[src/rtl/board_reset_ctrl.sv]
// Board reset/status controller: synchronises PLL lock and the user button,
// sequences the core reset and drives a heartbeat/activity status LED.
module board_reset_ctrl #(
    parameter int unsigned SyncStages          = 2,
    parameter int unsigned ResetHoldCycles     = 1024,
    parameter int unsigned DebounceCycles      = 65536,
    parameter bit          BtnActiveLow        = 1'b1,
    parameter int unsigned HeartbeatHalf       = 24000000,
    parameter int unsigned ActivityPulseCycles = 2400000,
    parameter int unsigned NumActivity         = 2
) (
    input  logic                   clk_i,
    input  logic                   rst_ni,
    input  logic                   pll_lock_i,
    input  logic                   reset_unsafe_i,
    input  logic [NumActivity-1:0] activity_i,
    output logic                   reset_o,
    output logic                   led_n_o,
    output logic                   ready_o
);

    localparam int unsigned DbW    = $clog2(DebounceCycles + 1);
    localparam int unsigned HoldW  = $clog2(ResetHoldCycles + 1);
    localparam int unsigned HbW    = $clog2(HeartbeatHalf + 1);
    localparam int unsigned BlinkW = $clog2(ActivityPulseCycles + 1);

    localparam logic [DbW-1:0]    DbLast    = DbW'(DebounceCycles - 1);
    localparam logic [HoldW-1:0]  HoldLast  = HoldW'(ResetHoldCycles - 1);
    localparam logic [HbW-1:0]    HbLast    = HbW'(HeartbeatHalf - 1);
    localparam logic [BlinkW-1:0] BlinkLoad = BlinkW'(ActivityPulseCycles);

    typedef enum logic [1:0] {
        WAIT_LOCK,
        HOLD,
        RUN
    } state_e;

    logic [SyncStages-1:0]  lock_sync_q, btn_sync_q;
    logic                   lock_s, btn_s;
    logic                   btn_db_q, btn_db_d;
    logic [DbW-1:0]         db_cnt_q, db_cnt_d;
    state_e                 state_q, state_d;
    logic [HoldW-1:0]       hold_cnt_q, hold_cnt_d;
    logic [HbW-1:0]         hb_cnt_q, hb_cnt_d;
    logic                   phase_q, phase_d;
    logic [BlinkW-1:0]      blink_cnt_q, blink_cnt_d;
    logic [NumActivity-1:0] act_prev_q;
    logic                   act_rise;

    assign lock_s   = lock_sync_q[SyncStages-1];
    assign btn_s    = BtnActiveLow ? ~btn_sync_q[SyncStages-1] : btn_sync_q[SyncStages-1];
    assign act_rise = |(activity_i & ~act_prev_q);

    always_comb begin
        btn_db_d = btn_db_q;
        db_cnt_d = '0;
        if (btn_s != btn_db_q) begin
            if (db_cnt_q == DbLast) begin
                btn_db_d = btn_s;
            end else begin
                db_cnt_d = db_cnt_q + 1'b1;
            end
        end
    end

    always_comb begin
        state_d    = state_q;
        hold_cnt_d = '0;
        unique case (state_q)
            WAIT_LOCK: begin
                if (lock_s && !btn_db_q) state_d = HOLD;
            end
            HOLD: begin
                if (!lock_s) begin
                    state_d = WAIT_LOCK;
                end else if (!btn_db_q) begin
                    if (hold_cnt_q == HoldLast) state_d = RUN;
                    else                        hold_cnt_d = hold_cnt_q + 1'b1;
                end
            end
            RUN: begin
                if (!lock_s)       state_d = WAIT_LOCK;
                else if (btn_db_q) state_d = HOLD;
            end
            default: state_d = WAIT_LOCK;
        endcase
    end

    // LED timers only run while staying in RUN, so they start clean on entry
    // and are cleared on the very edge that leaves RUN.
    always_comb begin
        hb_cnt_d    = '0;
        phase_d     = 1'b0;
        blink_cnt_d = '0;
        if (state_q == RUN && state_d == RUN) begin
            if (hb_cnt_q == HbLast) begin
                phase_d = ~phase_q;
            end else begin
                hb_cnt_d = hb_cnt_q + 1'b1;
                phase_d  = phase_q;
            end
            if (act_rise)                blink_cnt_d = BlinkLoad;
            else if (blink_cnt_q != '0) blink_cnt_d = blink_cnt_q - 1'b1;
        end
    end

    always_comb begin
        reset_o = (state_q != RUN);
        ready_o = (state_q == RUN);
        led_n_o = 1'b1;
        unique case (state_q)
            WAIT_LOCK: led_n_o = 1'b1;
            HOLD:      led_n_o = 1'b0;
            RUN:       led_n_o = (blink_cnt_q != '0) ? 1'b1 : phase_q;
            default:   led_n_o = 1'b1;
        endcase
    end

    always_ff @(posedge clk_i or negedge rst_ni) begin
        if (!rst_ni) begin
            lock_sync_q <= '0;
            btn_sync_q  <= {SyncStages{BtnActiveLow}};
            btn_db_q    <= 1'b0;
            db_cnt_q    <= '0;
            state_q     <= WAIT_LOCK;
            hold_cnt_q  <= '0;
            hb_cnt_q    <= '0;
            phase_q     <= 1'b0;
            blink_cnt_q <= '0;
            act_prev_q  <= '0;
        end else begin
            lock_sync_q <= {lock_sync_q[SyncStages-2:0], pll_lock_i};
            btn_sync_q  <= {btn_sync_q[SyncStages-2:0], reset_unsafe_i};
            btn_db_q    <= btn_db_d;
            db_cnt_q    <= db_cnt_d;
            state_q     <= state_d;
            hold_cnt_q  <= hold_cnt_d;
            hb_cnt_q    <= hb_cnt_d;
            phase_q     <= phase_d;
            blink_cnt_q <= blink_cnt_d;
            act_prev_q  <= activity_i;
        end
    end

endmodule

[config.mk]
export PLATFORM = sky130hd
export DESIGN_NAME = board_reset_ctrl
export DESIGN_NICKNAME = d
export VERILOG_FILES = /design/src/rtl/board_reset_ctrl.sv
export SDC_FILE = /design/constraint.sdc
export NUM_CORES = 1
export LEC_CHECK = 0
export CORE_ASPECT_RATIO = 0.6
export CORE_UTILIZATION = 30
export DETAILED_ROUTE_END_ITERATION = 6
export PLACE_DENSITY = 0.48
export SYNTH_ARGS = -nofsm -noshare
export SYNTH_HDL_FRONTEND = slang
export SYNTH_SLANG_ARGS = --single-unit
[constraint.sdc]
create_clock -name clk_i -period 2.24 [get_ports clk_i]
set_input_delay 0.448 -clock clk_i [delete_from_list [all_inputs] [get_ports clk_i]]
set_output_delay 0.448 -clock clk_i [all_outputs]
set_load 0.05 [all_outputs]
==> results of run 1 <==
layout by cell type (no fill, tap or decap), types with 3 or more instances in the layout:
cell type,instances
dfrtp_1,82
nor2_1,45
nand2_1,24
nand3_1,23
buf_4,23
xnor2_1,22
o21ai_0,22
nor3_1,20
xor2_1,20
or3_1,15
nand4_1,13
inv_1,11
or4_1,10
a21oi_1,9
o31ai_1,9
a211oi_1,9
clkbuf_16,9
and3_1,8
nand2b_1,5
a211oi_2,5
ha_1,5
clkdlybuf4s50_1,4
nor3b_1,3
nor4_1,3
nor3_2,3
nor4_2,3
Yosys cell counts, types with 4 or more instances:
cell	n
dfrtp_1	83
nor2_1	45
nand2_1	24
nand3_1	23
nor3_1	22
o21ai_0	22
xnor2_1	22
xor2_1	20
or3_1	15
nand4_1	13
inv_1	11
or4_1	10
a211oi_1	9
a21oi_1	9
o31ai_1	9
and3_1	8
nor4_1	7
a211oi_2	5
buf_2	5
ha_1	5
nand2b_1	5
clkbuf_1	4
nor3b_1	4
state kept, by name, summed over array words and instances, names as in the netlist:
signal and cells:
act_prev_q 2, blink_cnt_q 22, btn_db_q 1, btn_sync_q 2, db_cnt_q 17, hb_cnt_q 25
hold_cnt_q 11, lock_sync_q 2, phase_q 1, state_q 2
timing repair:
item / in CTS / in global routing
setup endpoints to repair: 2 / 1
buffers inserted: 0 / 1
resized for setup: 8 / 2
cloned: 0 / 0
pin swaps: 2 / 2
cells by family (layout without fill, tap and decap cells):
| family | after synthesis | in the layout | synth area share (%) |
|---|---|---|---|
| AND/OR/NAND/NOR | 192 | 192 | 25.1 |
| flip-flops | 85 | 85 | 50.8 |
| AO/OA/AOI/OAI | 66 | 66 | 11.0 |
| XOR/XNOR | 42 | 42 | 8.78 |
| buffers and inverters | 23 | 57 | 2.60 |
| adder cells (fa/ha/maj) | 5 | 5 | 1.49 |
| multiplexers | 1 | 1 | 0.239 |
report_power, final:
part | leakage, nW | total (mW) | internal, mW | switching [mW]
Combinational | 0.844 | 0.0821 | 0.0278 | 0.0542
Clock | 0.159 | 1.64 | 1.02 | 0.627
Sequential | 1.16 | 1.56 | 1.55 | 0.0116
layout make-up:
class | instances | area, um^2
Fill cell | 1371 | 8650
Sequential cell | 85 | 2130
Multi-Input combinational cell | 306 | 2000
Timing Repair Buffer | 30 | 253
Clock buffer | 10 | 239
Tap cell | 175 | 219
Clock inverter | 6 | 93.8
Inverter | 11 | 41.3
per-layer routing:
layer | GRT usage [%] | part of all wire [%] | up-vias
met5 | 0 | 0 | -
met2 | 17.6 | 40 | 19
met1 | 20.0 | 56 | 1455
li1 | - | - | 1569
met4 | 3.80 | 0.69 | 0
met3 | 3.48 | 2.5 | 7
path summary, 6_finish.rpt:
| path | end | slack [ns] | cells after the start | from |
|---|---|---|---|---|
| setup / recovery | led_n_o | 0.02 | 5 | blink_cnt_q[14] |
| hold / removal | blink_cnt_q[12] | 0.07 | 1 | rst_ni |
| setup reg to reg | hb_cnt_q[24] | 0.15 | 5 | hb_cnt_q[0] |
| hold reg to reg | lock_sync_q[1] | 0.35 | 0 | lock_sync_q[0] |
| max in group asynchronous | db_cnt_q[8] | 1.53 | 2 | rst_ni |
| min in group clk_i | lock_sync_q[1] | 0.35 | 0 | lock_sync_q[0] |
stage by stage:
stage | std cells | instance area, um^2 | utilization, % | worst slack (ns) | hold slack (ns)
after floorplan | 414 | 4190 | - | 0.153 | 0.152
after global placement | 606 | 4590 | 33.7 | 0.149 | 0.349
after detailed placement | 606 | 4590 | 33.7 | 0.164 | 0.341
after CTS | 622 | 4960 | 36.4 | -0.00525 | 0.0763
after global routing | 623 | 4980 | 36.5 | -0.131 | 0.0980
final | 623 | 4980 | 36.5 | 0.0221 | 0.0679
critical path, delay by kind of cell, from the launching register on:
kind	cells	cell delay, ns
simple gates	4	0.87
buf+inv	1	0.16
flops	1	0.42
==> results.yml, run 1 <==
cts:
  cts_sinks: 85
  ctsHoldBuffers: 0
  numCtsBuffers: 9
  root_buffer: "clkbuf_16"
  path_clk_slew_ns: 0.06
  cts_tree: "yes"
  clk_path_buf_depth: 2
  cts-htree-levels: 3
  clock_latency_ns: 0.34
logic_synthesis:
  syn_inst: 414
  ys_ff_latch: 85
  synth_top_area_share_pct: 49.6
  seq_area_frac_synth_pct: 50.8
  yosysUniqueCellTypes: 47
  synth_area_per_cell_um2: 10.1
  synth_edf_count: 0
  synth_area_leaders: "dfrtp_1 (50%), xnor2_1 (4.6%), xor2_1 (4.2%)"
  synth_ff_type: "dfrtp_1"
  syn_area_um2: 4190
  syn_nets: 425
  yosysTopAreaCell: "dfrtp_1"
  ys_warn_count: 0
  ys_async_sr_fraction_pct: 100
timing:
  drv_slew: 0
  relSlewSlack_pct: 67.5
  finalClockSkew_ns: 0.00871
  period_share_pct: 99.0
  worstMarginPinSlew_ns: 0.489
  rsz0062_at_grt: "yes"
  tns_ns: 0
  hold_viol_final: 0
  setup_viol: 0
  period_needed_ns: 2.22
  fmax_mhz: 451
hold_path:
  worst_hold_path_type: "primary input to async pin"
detailed_routing:
  dr.pass1.iters: 4
  wirelength_um: 8640
  antenna_left: 0
  wl_per_cell_um: 13.9
  vias_per_cell: 4.90
  drt-initial-drc-count: 151
  via_count: 3050
  drc: 0
power:
  vdd_ir_drop_max_v: 0.000406
  finalPower_mw: 3.28
  p_leak_nw: 2.17
  power_density_nw_per_um2: 660
setup_path:
  cp_cell_sequence: "nor4_4 > nand4_1 > nor4_2 > nor2_1 > buf_6"
  slowest_delay_ns: 0.42
  slowest_stage: "dfrtp_1"
  crit_arrival_ns: 1.77
  critPathMaxFanout: 3
  crit_required_ns: 1.79
  cp-end-kind: "primary output"
  worstSetupPathType: "register to primary output"
  worst_setup_path_start_kind: "register"
grt:
  grt_max_degree: 36
  grt_pass1_wl_um: 14700
  grt.overflow.total: 0
  grt_usage_pct: 13.1
  grt_pass1_vias: 2845
  antenna_found_initial: 0
floorplan:
  core_area_um2: 13600
  die_h_um: 93.6
  rows: 33
  initial_core_util_pct: 30.8
  die_area_um2: 14500
  io_pins: 9
  fp.dieW_um: 155
flow_run:
  cap_viol_max_count: 0
outcome:
  status: "complete, no violations"
layout:
  areaGrowthSynthToFinish_pct: 18.8
  diodes: 0
  fin_nets: 454
  drive_gt1_share_pct: 14.5
placed_design:
  port_buffers: 8
  hpwl_um: 5890
  gp_congestion: 0.755
Note: power is estimated with default switching activity, not from simulation.
==> run 2: changes to the inputs <==
- CORE_UTILIZATION: 30 -> 62
- PLACE_DENSITY: 0.48 -> 0.84
==> run 2 against run 1 <==
Net effect: the run now ends with negative setup slack left; cell area decreased by 4.9%; via count is 8.1% higher; combinational power fell by 0.7%; power shrank 19%; setup slack lost 0.050 ns; critical path depth is the same; sequential share of layout area grew 2.2 points; first-iteration DRC count up 85%; clock skew up 0.0057 ns; flip-flop and latch count unchanged; critical path type unchanged; critical endpoint unchanged; largest cell class unchanged.
==> results.yml, run 2 (synthesis gave the netlist of run 1 again) <==
cts:
  cts-htree-levels: 3
  clk_path_buf_depth: 2
  numCtsBuffers: 9
  ctsHoldBuffers: 0
  path_clk_slew_ns: 0.10
  cts_tree: "yes"
  clock_latency_ns: 0.37
  root_buffer: "clkbuf_8"
  cts_sinks: 85
floorplan:
  fp.dieW_um: 108
  rows: 22
  die_area_um2: 7100
  core_area_um2: 6300
  io_pins: 9
  initial_core_util_pct: 66.5
  die_h_um: 65.7
setup_path:
  critPathLaunch: "blink_cnt_q[13]"
  worst_r2r_endpoint: "hb_cnt_q[23]"
  cp-end-kind: "primary output"
  crit_path_end: "led_n_o"
  rr_worst_depth: 4
  worst_setup_path_start_kind: "register"
  critPathMaxFanout: 2
  r2r_setup_slack_ns: 0.13
  crit_arrival_ns: 1.82
  worstSetupPathType: "register to primary output"
  crit_required_ns: 1.79
  rr_startpoint: "hb_cnt_q[2]"
timing:
  setup_viol: 1
  relSlewSlack_pct: 67.1
  finalClockSkew_ns: 0.0145
  period_share_pct: 101
  setup_slack_ns: -0.0282
  worstMarginPinSlew_ns: 0.494
  tns_ns: -0.0282
  hold_viol_final: 0
  drv_slew: 0
  rsz0062_at_grt: "yes"
  fmax_mhz: 441
  period_needed_ns: 2.27
layout:
  diodes: 0
  final_util_pct: 75.1
  layout_common_cells: "dfrtp_1 (82), nor2_1 (45), nand2_1 (23), nand3_1 (23), buf_4 (23)"
  layout_commonest_cell: "dfrtp_1"
  largest_reg_flops: 25
  drive_gt1_share_pct: 14.7
  fin_nets: 455
  top_regs: "hb_cnt_q x25, blink_cnt_q x22, db_cnt_q x17"
  areaGrowthSynthToFinish_pct: 13.0
  instances_no_fill: 533
  regMostFlops: "hb_cnt_q"
detailed_routing:
  drt-initial-drc-count: 280
  antenna_left: 0
  vias_per_cell: 6.18
  via_count: 3296
  wl_per_cell_um: 16.5
  wirelength_um: 8820
  dr.pass1.iters: 4
  drc: 0
hold_path:
  worst_hold_path_type: "primary input to async pin"
power:
  power_density_nw_per_um2: 564
  p_leak_nw: 2.11
  finalPower_mw: 2.67
  vdd_ir_drop_max_v: 0.000430
grt:
  grt.overflow.total: 0
  grt_pass1_wl_um: 15000
  grt_usage_pct: 28.4
  antenna_found_initial: 0
  grt_pass1_vias: 3118
  grt_max_degree: 38
placed_design:
  hpwl_um: 5890
  port_buffers: 8
  dp_slack_ns: 0.151
  place_inst: 511
  gp_congestion: 0.849
outcome:
  violations: "negative setup slack"
  status: "finished, violations left"
flow_run:
  cap_viol_max_count: 0
==> run 2: changes by cell type in the layout (fill, tap and decap cells not counted), sizes merged <==
cell	delta
clkbuf	+2
buf	+1
bufinv	-2
==> run 2: layout make-up <==
type,instances,area (um^2)
Sequential cell,85,2130
Fill cell,429,1570
Clock buffer,12,155
Clock inverter,4,30.0
Tap cell,84,105
Timing Repair Buffer,31,273
Multi-Input combinational cell,306,2000
Inverter,11,41.3
==> run 2: worst min path at each step <==
stage | startpoint | end | slack, ns
floorplan | rst_ni | act_prev_q[0] | 0.15
finish | rst_ni | blink_cnt_q[11] | 0.03
detailed placement | btn_sync_q[0] | btn_sync_q[1] | 0.35
CTS | rst_ni | blink_cnt_q[1] | 0.03
global route | rst_ni | blink_cnt_q[13] | 0.04
global placement | btn_sync_q[0] | btn_sync_q[1] | 0.35
==> run 2: critical path, stage by stage (launching register included) <==
cell and delay, ns:
dfrtp_1 0.44, nor4_4 0.31, nand4_1 0.19, nor4_2 0.24, nor2_1 0.10, buf_6 0.17
==> run 2: what timing repair did <==
| item | CTS | global route |
|---|---|---|
| resized for setup | 10 | 1 |
| setup endpoints to repair | 2 | 2 |
| buffers inserted | 6 | 0 |
| cloned | 0 | 0 |
| pin swaps | 3 | 1 |
==> run 2: layer usage <==
| metal | wire length [um] | vias up | global-route usage [%] |
|---|---|---|---|
| met5 | 0 | - | 0 |
| met4 | 74 | 0 | 7.71 |
| met3 | 535 | 9 | 8.43 |
| met2 | 4020 | 101 | 43.1 |
| met1 | 4190 | 1622 | 39.7 |
| li1 | - | 1564 | - |
==> run 2: per-stage QoR <==
step                      instance area (um^2)  hold WS (ns)
final                                     4740        0.0255
after global routing                      4740        0.0441
after CTS                                 4730        0.0329
after detailed placement                  4460         0.353
after global placement                    4460         0.351
after floorplan                           4190         0.152
==> run 2: power by group <==
group / total [mW] / internal (mW) / switching, mW
Sequential: 1.56 / 1.55 / 0.0123
Combinational: 0.0815 / 0.0288 / 0.0527
Clock: 1.03 / 0.468 / 0.565
Total: 2.67 / 2.04 / 0.630
